### config.mk
export PLATFORM = sky130hd
export DESIGN_NAME = buffer_frame_reader
export DESIGN_NICKNAME = d
export VERILOG_FILES = /design/src/rtl/buffer_frame_reader_pkg.sv /design/src/rtl/buffer_frame_reader.sv
export SDC_FILE = /design/constraint.sdc
export NUM_CORES = 1
export LEC_CHECK = 0
export CORE_UTILIZATION = 40
export DETAILED_ROUTE_END_ITERATION = 10
export GPL_TIMING_DRIVEN = 0
export PLACE_DENSITY = 0.64
export SETUP_SLACK_MARGIN = 0.3
export SYNTH_ARGS = -nofsm -noshare
export SYNTH_HDL_FRONTEND = slang
export SYNTH_SLANG_ARGS = --single-unit
### constraint.sdc
create_clock -name clk -period 4.4 [get_ports clk]
set_input_delay 1.1 -clock clk [delete_from_list [all_inputs] [get_ports clk]]
set_output_delay 1.1 -clock clk [all_outputs]
set_load 0.005 [all_outputs]
### src/rtl/buffer_frame_reader_pkg.sv
// Shared definitions for the buffer frame reader: default parameters and FSM state encoding.
package buffer_frame_reader_pkg;

    localparam int         DEF_DATA_WIDTH = 9;
    localparam int         DEF_FRAME_LEN  = 8;
    localparam logic [7:0] DEF_SYNC_BYTE  = 8'hA5;

    typedef enum logic [2:0] {
        ST_IDLE,
        ST_SYNC,
        ST_FETCH,
        ST_HI,
        ST_LO,
        ST_CSUM
    } state_t;

endpackage

### src/rtl/buffer_frame_reader.sv
// Pops words from the sample Buffer and sends them as SYNC / hi,lo byte pairs / XOR checksum
// frames over a valid/ready byte link. Every output comes straight from a register.
module buffer_frame_reader
    import buffer_frame_reader_pkg::*;
#(
    parameter int         DATA_WIDTH = DEF_DATA_WIDTH,
    parameter int         FRAME_LEN  = DEF_FRAME_LEN,
    parameter logic [7:0] SYNC_BYTE  = DEF_SYNC_BYTE
) (
    input  logic                  clk,
    input  logic                  rst,
    input  logic [DATA_WIDTH-1:0] buf_data,
    input  logic                  buf_valid,
    output logic                  buf_read,
    output logic [7:0]            tx_data,
    output logic                  tx_valid,
    input  logic                  tx_ready,
    output logic                  busy,
    output logic                  frame_done
);

    localparam int CNT_W = (FRAME_LEN > 1) ? $clog2(FRAME_LEN) : 1;
    localparam logic [CNT_W-1:0] LAST_WORD = CNT_W'(FRAME_LEN - 1);

    state_t           r_state,      w_state;
    logic [7:0]       r_word_lo,    w_word_lo;
    logic [CNT_W-1:0] r_word_cnt,   w_word_cnt;
    logic [7:0]       r_csum,       w_csum;
    logic             r_buf_read,   w_buf_read;
    logic [7:0]       r_tx_data,    w_tx_data;
    logic             r_tx_valid,   w_tx_valid;
    logic             r_busy,       w_busy;
    logic             r_frame_done, w_frame_done;

    logic [15:0]      w_word16;
    logic             w_accept;
    logic [7:0]       w_csum_acc;

    // Only the low byte needs to be held; the high byte is launched the moment the word is popped.
    assign w_word16   = 16'(buf_data);
    assign w_accept   = r_tx_valid && tx_ready;
    assign w_csum_acc = r_csum ^ r_tx_data;

    always_comb begin
        // NOTE: every signal gets a default before the case so no path leaves it unassigned (no latches).
        w_state      = r_state;
        w_word_lo    = r_word_lo;
        w_word_cnt   = r_word_cnt;
        w_csum       = r_csum;
        w_buf_read   = 1'b0;
        w_tx_data    = r_tx_data;
        w_tx_valid   = r_tx_valid;
        w_busy       = r_busy;
        w_frame_done = 1'b0;

        unique case (r_state)
            ST_IDLE: begin
                if (buf_valid) begin
                    w_state    = ST_SYNC;
                    w_tx_data  = SYNC_BYTE;
                    w_tx_valid = 1'b1;
                    w_busy     = 1'b1;
                    w_csum     = '0;
                    w_word_cnt = '0;
                end
            end
            ST_SYNC: begin
                if (w_accept) begin
                    w_state    = ST_FETCH;
                    w_tx_valid = 1'b0;
                end
            end
            ST_FETCH: begin
                w_tx_valid = 1'b0;
                if (buf_valid) begin
                    w_state    = ST_HI;
                    w_word_lo  = w_word16[7:0];
                    w_buf_read = 1'b1;
                    w_tx_data  = w_word16[15:8];
                    w_tx_valid = 1'b1;
                end
            end
            ST_HI: begin
                if (w_accept) begin
                    w_state   = ST_LO;
                    w_csum    = w_csum_acc;
                    w_tx_data = r_word_lo;
                end
            end
            ST_LO: begin
                if (w_accept) begin
                    w_csum     = w_csum_acc;
                    w_word_cnt = r_word_cnt + CNT_W'(1);
                    if (r_word_cnt == LAST_WORD) begin
                        w_state   = ST_CSUM;
                        w_tx_data = w_csum_acc;
                    end else begin
                        w_state    = ST_FETCH;
                        w_tx_valid = 1'b0;
                    end
                end
            end
            ST_CSUM: begin
                if (w_accept) begin
                    w_state      = ST_IDLE;
                    w_tx_valid   = 1'b0;
                    w_busy       = 1'b0;
                    w_frame_done = 1'b1;
                end
            end
            default: begin
                w_state    = ST_IDLE;
                w_tx_valid = 1'b0;
                w_busy     = 1'b0;
            end
        endcase
    end

    always_ff @(posedge clk or negedge rst) begin
        if (!rst) begin
            r_state      <= ST_IDLE;
            r_word_lo    <= '0;
            r_word_cnt   <= '0;
            r_csum       <= '0;
            r_buf_read   <= 1'b0;
            r_tx_data    <= '0;
            r_tx_valid   <= 1'b0;
            r_busy       <= 1'b0;
            r_frame_done <= 1'b0;
        end else begin
            // NOTE: non-blocking assignments so every register samples the pre-edge values.
            r_state      <= w_state;
            r_word_lo    <= w_word_lo;
            r_word_cnt   <= w_word_cnt;
            r_csum       <= w_csum;
            r_buf_read   <= w_buf_read;
            r_tx_data    <= w_tx_data;
            r_tx_valid   <= w_tx_valid;
            r_busy       <= w_busy;
            r_frame_done <= w_frame_done;
        end
    end

    assign buf_read   = r_buf_read;
    assign tx_data    = r_tx_data;
    assign tx_valid   = r_tx_valid;
    assign busy       = r_busy;
    assign frame_done = r_frame_done;

endmodule

==> impl_results.md <==
- Sw Share: 22.5%
- Lkg Pwr: 1.06 nW
- Post-cts repair resize count: 0
- Overflow after GRT: 0
- Main synth FF type: dfrtp_1
- CORE AREA: 4410 sq um
- Yosys warnings: 0
- Fill count: 380
- Mapped Area: 1860 sq um
- Count of flip-flops with a built-in enable after synthesis: 0
- Clock slew at reported path FFs: ~0.070 ns
- Number of global-route vias before repair: roughly 1400
- Hold_buf cts: 0
- Htree depth: 2
- Hold slack: 0.487 ns
- ANT cells: 0
- DP HPWL: 2840 microns
- Max Clk Rate: roughly 400 MHz
- Hold Path Class: reg -> reg
- Post-CTS Setup Repair Bufs: 0
- Critical path capture point type: register
- Sequential share of the synthesized area: 45.8%
- Crit path cell chain: clkdlybuf4s50_1, nand3_2, a211oi_4, o22ai_1, a22o_1
- Initial Util: 42.1%
- First-pass GRT wire length: 6690 microns
- Sequential power share: 54.2%
- Final period util: approximately 57%
- Slowest cell on the critical path: clkdlybuf4s50_1
- Critical path arrival: ~2.7 ns
- WL/cell: 16.0 microns
- Fin Setup TNS: 0 ns
- Sink Count: 34
- Iteration-0 DRC Markers: 59
- Row count: 24
- Cells after synthesis: 167
- Area of the die: 4920 sq um
- Drt pass-1 iters: 4
- Gr usage total: approximately 18%
- RSZ-0062 raised after global routing: false
- NetSw: 0.130 mW
- Detailed-route via count: roughly 1400
- Slew Limit Fails: 0
- Routed WL: 4020 microns
- Final Power: 0.578 mW
- Antenna-violating nets left: 0
- Worst clock skew: 0.00618 ns
- CP peak stage delay: 0.57 ns
- Outcome: finished clean
- Comb pwr share: 3.1%
- Initial antenna violation count: 0
- GPL Wtd Cong: 0.864
- Kind of critical path: in -> reg
- Relative slew slack: 50.4%
- Hold Fails Final Rpt: 0
- Clk buf depth: 2
- Vias per cell: 5.57
- Worst-margin pin slew: 0.744 ns
- Critical-path maximum fanout: 10
- Finished Core Util: 51.1%
- PortBufs: 24
- Top-Level Pins: 25
- Clock power frac: 42.7%
- Vert. Die Dim: 70.2 microns
- Worst setup SP type: input pin
- Die X: 70.2 microns
- CP Data Required Time: 4.58 ns
- Post-synth ARST share: 100%
- Post-route DRC: 0
- Root Driver: clkbuf_8
- CTS buffer count: 5
- Flops & latches, synth: 34
- Internal: roughly 0.45 mW
- Share of cells above drive strength 1: 21.1%
- Synth-to-layout area growth: 21.3%
- Layout net count: 213
- Latest clock arrival within the worst-skew pair: 0.29 ns
- Largest net degree at the start of global routing: 35
- Maximum vdd drop: 211 uV
- Fin crit period: 2.52 ns
- Post-Syn Area per Cell: 11.1 sq um
- Net Count, Synth: 182
- Yosys cell types: 43
- Maximum Capacitance Violations: 0
- CTS tree: built
- Final setup viols: 0
- Power per cell area: roughly 260 nW/um^2
-- sequential cells by signal, indices dropped and copies added (netlist names) --
register	count
r_word_lo	8
tx_valid	1
r_csum	8
frame_done	1
busy	1
buf_read	1
r_word_cnt	3
r_state	3
tx_data	8
-- critical path: cells and delay by family --
kind	cells	cell delay [ns]
AO/OA/AOI/OAI	3	0.89
buffers and inverters	1	0.57
AND/OR/NAND/NOR	1	0.15
-- routing by layer --
metal	up-vias	share of wire [%]	GRT usage (%)
li1	672	-	-
met2	21	45	25.5
met1	696	49	24.5
met3	9	3.1	4.62
met4	0	2.4	7.78
met5	-	0	0
-- cell families (layout without fill, tap and decap cells) --
group | after synthesis | in the layout | synth area share [%]
xor gates and xnor gates | 6 | 6 | 2.83
buffers and inverters | 13 | 45 | 3.70
and+or+nand+nor | 48 | 48 | 15.6
DFF | 34 | 34 | 45.8
AOI/OAI and AO/OA | 48 | 48 | 20.2
muxes | 16 | 16 | 10.6
adders and majority gates | 2 | 2 | 1.35
-- path summary, 6_finish.rpt --
kind                                            from                        end  slack, ns  cells after the start
max in group asynchronous                        rst       tx_valid$_DFFE_PN0P_       3.05                      1
min in group asynchronous                        rst     r_state[2]$_DFFE_PN0P_       0.86                      1
min reg2reg                r_word_cnt[1]$_DFFE_PN0P_  r_word_cnt[1]$_DFFE_PN0P_       0.49                      2
max reg2reg                r_word_cnt[0]$_DFFE_PN0P_     tx_data[1]$_DFFE_PN0P_       2.50                      6
max                                         tx_ready      r_csum[4]$_DFFE_PN0P_       1.88                      5
min                        r_word_cnt[1]$_DFFE_PN0P_  r_word_cnt[1]$_DFFE_PN0P_       0.49                      2
-- synthesized netlist by cell type (2+ instances only) --
cell type	count	area share, %
nand2b_1	5	1.7
nand3b_1	2	0.81
nor3_1	3	0.81
a22o_1	12	5.7
dfrtp_1	34	46
mux2i_1	2	1.1
nand3_1	4	1.1
buf_2	4	1.1
inv_1	5	1.0
xor2_1	4	1.9
nor2b_1	8	2.7
mux2_2	9	5.5
buf_4	4	1.6
ha_1	2	1.3
o21ai_0	3	0.81
xnor2_1	2	0.94
nand2_1	6	1.2
nor2_1	9	1.8
a21oi_1	10	2.7
o22ai_1	12	4.0
mux2_4	5	4.0
-- cell usage in the layout (no fill, tap or decap), types with 5 or more instances in the layout --
master | Yosys | final
dfrtp_1 | 34 | 34
o22ai_1 | 12 | 12
nand2b_1 | 5 | 5
mux2_4 | 5 | 5
buf_2 | 4 | 5
clkbuf_8 | 0 | 6
inv_1 | 5 | 5
clkdlybuf4s50_1 | 0 | 23
mux2_2 | 9 | 9
a22o_1 | 12 | 12
nor2b_1 | 8 | 8
a21oi_1 | 10 | 10
nor2_1 | 9 | 9
nand2_1 | 6 | 6
-- stage by stage --
step | worst slack (ns) | instance area, sq um | cells
2_1_floorplan | 2.30 | 1860 | 167
3_3_place_gp | 1.53 | 2160 | 243
3_5_place_dp | 1.58 | 2160 | 243
4_1_cts | 1.89 | 2250 | 251
5_1_grt | 1.82 | 2250 | 251
6_report | 1.88 | 2250 | 251
-- power by group through the flow --
stage	clock [mW]	combinational, mW	sequential [mW]
global placement	0	0.0188	0.319
global route	0.266	0.0204	0.313
detailed placement	0	0.0190	0.319
floorplan	0	0.00108	0.319
CTS	0.253	0.0189	0.313
finish	0.247	0.0181	0.313
-- area by class of cell --
type                    instances  area (sq um)  share of cell area, %
clock inverters                 2          12.5                  0.555
plain buffers                   8          50.0                   2.22
inverters                       5          18.8                  0.832
clock buffers                   6          82.6                   3.66
well taps                      52          65.1                   2.89
flip-flops and latches         34           851                   37.7
repair buffers                 24           235                   10.4
multi-input cells             120           940                   41.7
Note: power is estimated with default switching activity, not from simulation.
==> edit 1 (same settings) <==
Reset style: synchronous (`rst`), changed in one clocked block.
--- a/src/rtl/buffer_frame_reader.sv
+++ b/src/rtl/buffer_frame_reader.sv
@@ -117,5 +117,5 @@
     end
 
-    always_ff @(posedge clk or negedge rst) begin
+    always_ff @(posedge clk) begin
         if (!rst) begin
             r_state      <= ST_IDLE;
Formal check against the unedited RTL: differs if rst is asserted again (counterexample within 4 cycles, from zero or initial values and one cycle with rst low); with rst held inactive, the same outputs for 10 cycles.
==> edit 1 against the original RTL <==
  * Cell area fell by 5.9%
  * Sequential cell count stayed put
  * Global-route usage up 1.5 points
  * Critical path type unchanged
  * Area after synthesis shrank 6.4%
  * Wire length down 2.3%
  * Worst setup slack lost 0.17 ns
Power is not compared: it rests on default switching activity, and its combinational part moved more than twofold at a synthesized area within 25%.
==> edit 1: results (changes against the original RTL) <==
qor: status.run_status finished clean
qor: finish.drive_above_1_share 8.81% [-12 points]
qor: yosys.synth.mux.area_fraction 2.88% [-7.7 points]
qor: worst_setup_path.rr_startpoint r_state[2]
qor: worst_setup_path.critical-path-top-delay-family buffers and inverters
qor: yosys.synth_compound_gate_area_share 23.0% [+2.8 points]
qor: grt.grt_use_total 19.1% [+1.5 points]
qor: finish.numSequentialCells 34 [unchanged]
qor: worst_setup_path.reg_to_reg_setup_timing_slack 2.59 ns [+0.09 ns]
qor: worst_setup_path.crit_path_capture r_csum[7]
qor: yosys.synth_fa_ha_area_share 1.44% [+0.092 points]
qor: worst_setup_path.arrival 2.86 ns [+0.16 ns]
qor: grt.vias_in_the_first_global_route 1284 [-5.4%]
qor: placement.gp_routability_congestion 0.829 [-4.1%]
qor: finish.nonClockInverterCount 4 [-1]
qor: route.routed_wirelength 3930 µm [-2.3%]
qor: finish.clock_cell_area_share 3.71% [-0.50 points]
qor: placement.dp.final_hpwl 2740 µm [-3.5%]
qor: finish.n_all_buffers 36 [+13%]
qor: worst_setup_path.worst_path_max_stage_delay 0.54 ns [-0.03 ns]
qor: sta.slew-limit-headroom 50.8% [+0.37 points]
qor: yosys.synth_top_cells_by_count nand2_1, dfxtp_1, a21boi_0
qor: grt.global_route_wire_length_before_repair 6440 µm [-3.8%]
qor: finish.num-nets-final 242 [+14%]
qor: route.detailroute.via_count 1495 [+6.9%]
qor: sta.fin_skew 0.00724 ns [+0.00106 ns]
## edit 1: changes by cell type in the layout (fill, tap and decap cells not counted), sizes merged, moves of 8 or more
cell | before | now
a21boi | 0 | 14
a21oi | 12 | 2
a221o | 0 | 9
a22o | 12 | 4
and3 | 0 | 8
dfrtp | 34 | 0
dfxtp | 0 | 34
mux2 | 14 | 0
nand2 | 7 | 37
nor2 | 11 | 3
o22ai | 13 | 1
## edit 1: through the flow
step	hold WS (ns)	cells	power, mW	area, µm²
3_3_place_gp	0.459	270	0.435	2040
2_1_floorplan	0.444	196	0.391	1740
3_5_place_dp	0.465	270	0.436	2040
5_1_grt	0.497	277	0.675	2120
6_report	0.470	277	0.645	2120
4_1_cts	0.474	277	0.653	2120
## edit 1: how the worst min path moves through the flow
stage	from	end	slack, ns	depth (start not counted)
5_1_grt	r_word_cnt[1]	r_word_cnt[1]	0.50	2
3_3_place_gp	r_word_lo[2]	r_word_lo[2]	0.46	2
4_1_cts	r_word_lo[2]	r_word_lo[2]	0.47	2
3_5_place_dp	r_word_lo[2]	r_word_lo[2]	0.46	2
6_report	r_word_lo[2]	r_word_lo[2]	0.47	2
2_1_floorplan	r_word_lo[0]	r_word_lo[0]	0.44	2
## edit 1: metal layers
layer	share of wire (%)	vias up	wire length, µm	GRT usage, %
met5	0	-	0	0
met4	1.3	0	51	6.25
met3	4.2	5	164	4.50
met2	43	33	1690	27.1
met1	51	694	2020	27.9
li1	-	763	-	-
## edit 1: logic make-up after synthesis
kind of cell	after synthesis
AO/OA/AOI/OAI	52
XOR/XNOR	7
adder cells (fa/ha/maj)	2
buffers and inverters	16
flip-flops	34
multiplexers	5
AND/OR/NAND/NOR	80
## edit 1: worst min-delay path, stage by stage, from the launching register on
cell	delay [ns]
dfxtp_1	0.31
nand2_1	0.05
a21boi_0	0.07
==> edit 2 (config.mk and constraints unchanged) <==
Made on the original files. Set the package constant `DEF_FRAME_LEN` to 16 (it was 8).
--- a/src/rtl/buffer_frame_reader_pkg.sv
+++ b/src/rtl/buffer_frame_reader_pkg.sv
@@ -3,5 +3,5 @@
 
     localparam int         DEF_DATA_WIDTH = 9;
-    localparam int         DEF_FRAME_LEN  = 8;
+    localparam int         DEF_FRAME_LEN  = 16;
     localparam logic [7:0] DEF_SYNC_BYTE  = 8'hA5;
 
Check against the original RTL: no difference found for any inputs over 10 cycles, from zero or initial values and one cycle with rst low; that may be too few to reach the edited logic, so the function may still have changed.
==> edit 2 against the original RTL <==
  * Die area grew 0.66%
  * Critical path depth is 1 higher
  * Register-to-register slack got worse by 0.12 ns
  * Final cell count increased by 2.8%
  * Cell area barely moved
  * Area after synthesis rose by 0.67%
  * Non-clock buffer count is 1 higher
  * Via count increased by 11%
  * Worst setup slack got worse by 0.19 ns
  * Sequential cell count up 1
  * Wire length is 11% higher
  * Hold slack improved by 0.016 ns
  * Largest cell class unchanged
Power is not compared: it rests on default switching activity, and its combinational part moved more than twofold at a synthesized area within 25%.
==> edit 2: results (changes against the original RTL) <==
qor: worst_setup_path.rr_startpoint r_word_cnt[0]
qor: route.avgViaCountPerCell 6.02 [+8.0%]
qor: route.routed_wirelength 4470 µm [+11%]
qor: worst_setup_path.critical-path-top-delay-family buffers and inverters
qor: route.detail_route.iter0.violations 61 [+3.4%]
qor: clocking.clk_transition_reported_paths 0.07 ns [about the same]
qor: grt.grt_use_total 19.6% [+2.0 points]
qor: worst_setup_path.arrival 2.88 ns [+0.18 ns]
qor: clocking.cts_inserted_buffers 5 [unchanged]
qor: sta.fin_skew 0.00864 ns [+0.00246 ns]
qor: yosys.synth_top_cells_by_count dfrtp_1, nor3b_1, nand2_1
qor: yosys.synth-warning-count 0 [unchanged]
qor: grt.global_route_wire_length_before_repair 7660 µm [+14%]
qor: worst_setup_path.reg_to_reg_setup_timing_slack 2.38 ns [-0.12 ns]
qor: grt.vias_in_the_first_global_route 1631 [+20%]
qor: power.leakage 0.882 nW
qor: route.wire_length_on_met1 1920 µm [-2.8%]
qor: placement.gp_routability_congestion 0.827 [-4.3%]
qor: finish.num-nets-final 219 [+2.8%]
qor: route.wl_met3 174 µm [+40%]
qor: route.drtPass1Iterations 4 [unchanged]
qor: placement.dp.final_hpwl 3190 µm [+12%]
qor: grt.met2_grt_util 33.9% [+8.3 points]
qor: grt.gr-usage-met3 3.46% [-1.2 points]
qor: yosys.yosysSeqAreaShare 46.8% [+1.0 points]
qor: grt.met1_track_demand_over_resource_in_global_routing 23.9% [-0.62 points]
qor: sta.slew-limit-headroom 46.8% [-3.6 points]
qor: worst_setup_path.crit_path_start tx_ready
qor: yosys.mappedNetlistNets 188 [+3.3%]
qor: worst_setup_path.crit_path_capture tx_data[3]
qor: finish.drive_above_1_share 16.5% [-4.6 points]
qor: worst_setup_path.worst_path_max_delay_cell clkdlybuf4s50_1
qor: clocking.clock_path_buffers 2 [unchanged]
qor: clocking.cts_setup_buffers 0 [unchanged]
qor: worst_setup_path.critPathMaxFanout 10 [unchanged]
qor: route.met2_wirelength 2330 µm [+28%]
qor: status.run_status finished clean
qor: clocking.insertion_delay 0.28 ns
qor: yosys.synth_cell_types 51 [+19%]
qor: yosys.ys_top_cells_by_area dfrtp_1, nor3b_1, mux2_2
qor: grt.grt_start_max_net_pins 36 [+2.9%]
qor: clocking.postCtsResizedCells 0 [unchanged]
edit 2: final cells by class:
type | count | area [µm²]
tap | 52 | 65.1
buffer | 9 | 60.1
clock inverter | 1 | 5.00
sequential | 35 | 876
clock buffer | 7 | 76.3
timing repair buffer | 24 | 235
inverter | 1 | 3.75
multi-input combinational | 129 | 932
fill | 401 | 2160
edit 2: metrics by stage:
stage / instance area [µm²] / util, % / total power, mW / setup slack, ns / cells
floorplan: 1870 / - / 0.856 / 2.25 / 174
global placement: 2180 / 49.3 / 1.03 / 1.41 / 250
CTS: 2250 / 51.0 / 1.28 / 1.70 / 258
finish: 2250 / 51.0 / 1.27 / 1.69 / 258
detailed placement: 2170 / 49.2 / 1.05 / 1.41 / 250
global route: 2250 / 51.0 / 1.35 / 1.58 / 258
edit 2: how the worst min path moves through the flow:
stage	end	depth (start not counted)	slack (ns)	from
finish	r_word_lo[3]	1	0.50	r_word_lo[3]
global route	r_word_lo[6]	1	0.53	r_word_lo[6]
CTS	r_word_lo[3]	1	0.51	r_word_lo[3]
detailed placement	r_word_lo[3]	1	0.49	r_word_lo[3]
global placement	r_word_lo[1]	1	0.48	r_word_lo[1]
floorplan	r_word_lo[1]	1	0.47	r_word_lo[1]
edit 2: power by group through the flow:
stage,Clock [mW],Sequential (mW),Combinational [mW]
floorplan,0,0.516,0.340
global placement,0,0.530,0.498
detailed placement,0,0.538,0.515
CTS,0.231,0.533,0.516
global route,0.239,0.552,0.563
finish,0.223,0.536,0.511
edit 2: kinds of logic after synthesis:
logic type / share of synthesized area, %
AND/OR/NAND/NOR: 20.8
AO/OA/AOI/OAI: 22.5
flip-flops: 46.8
buffers and inverters: 3.41
multiplexers: 5.41
XOR/XNOR: 0.468
adder cells (fa/ha/maj): 0.668
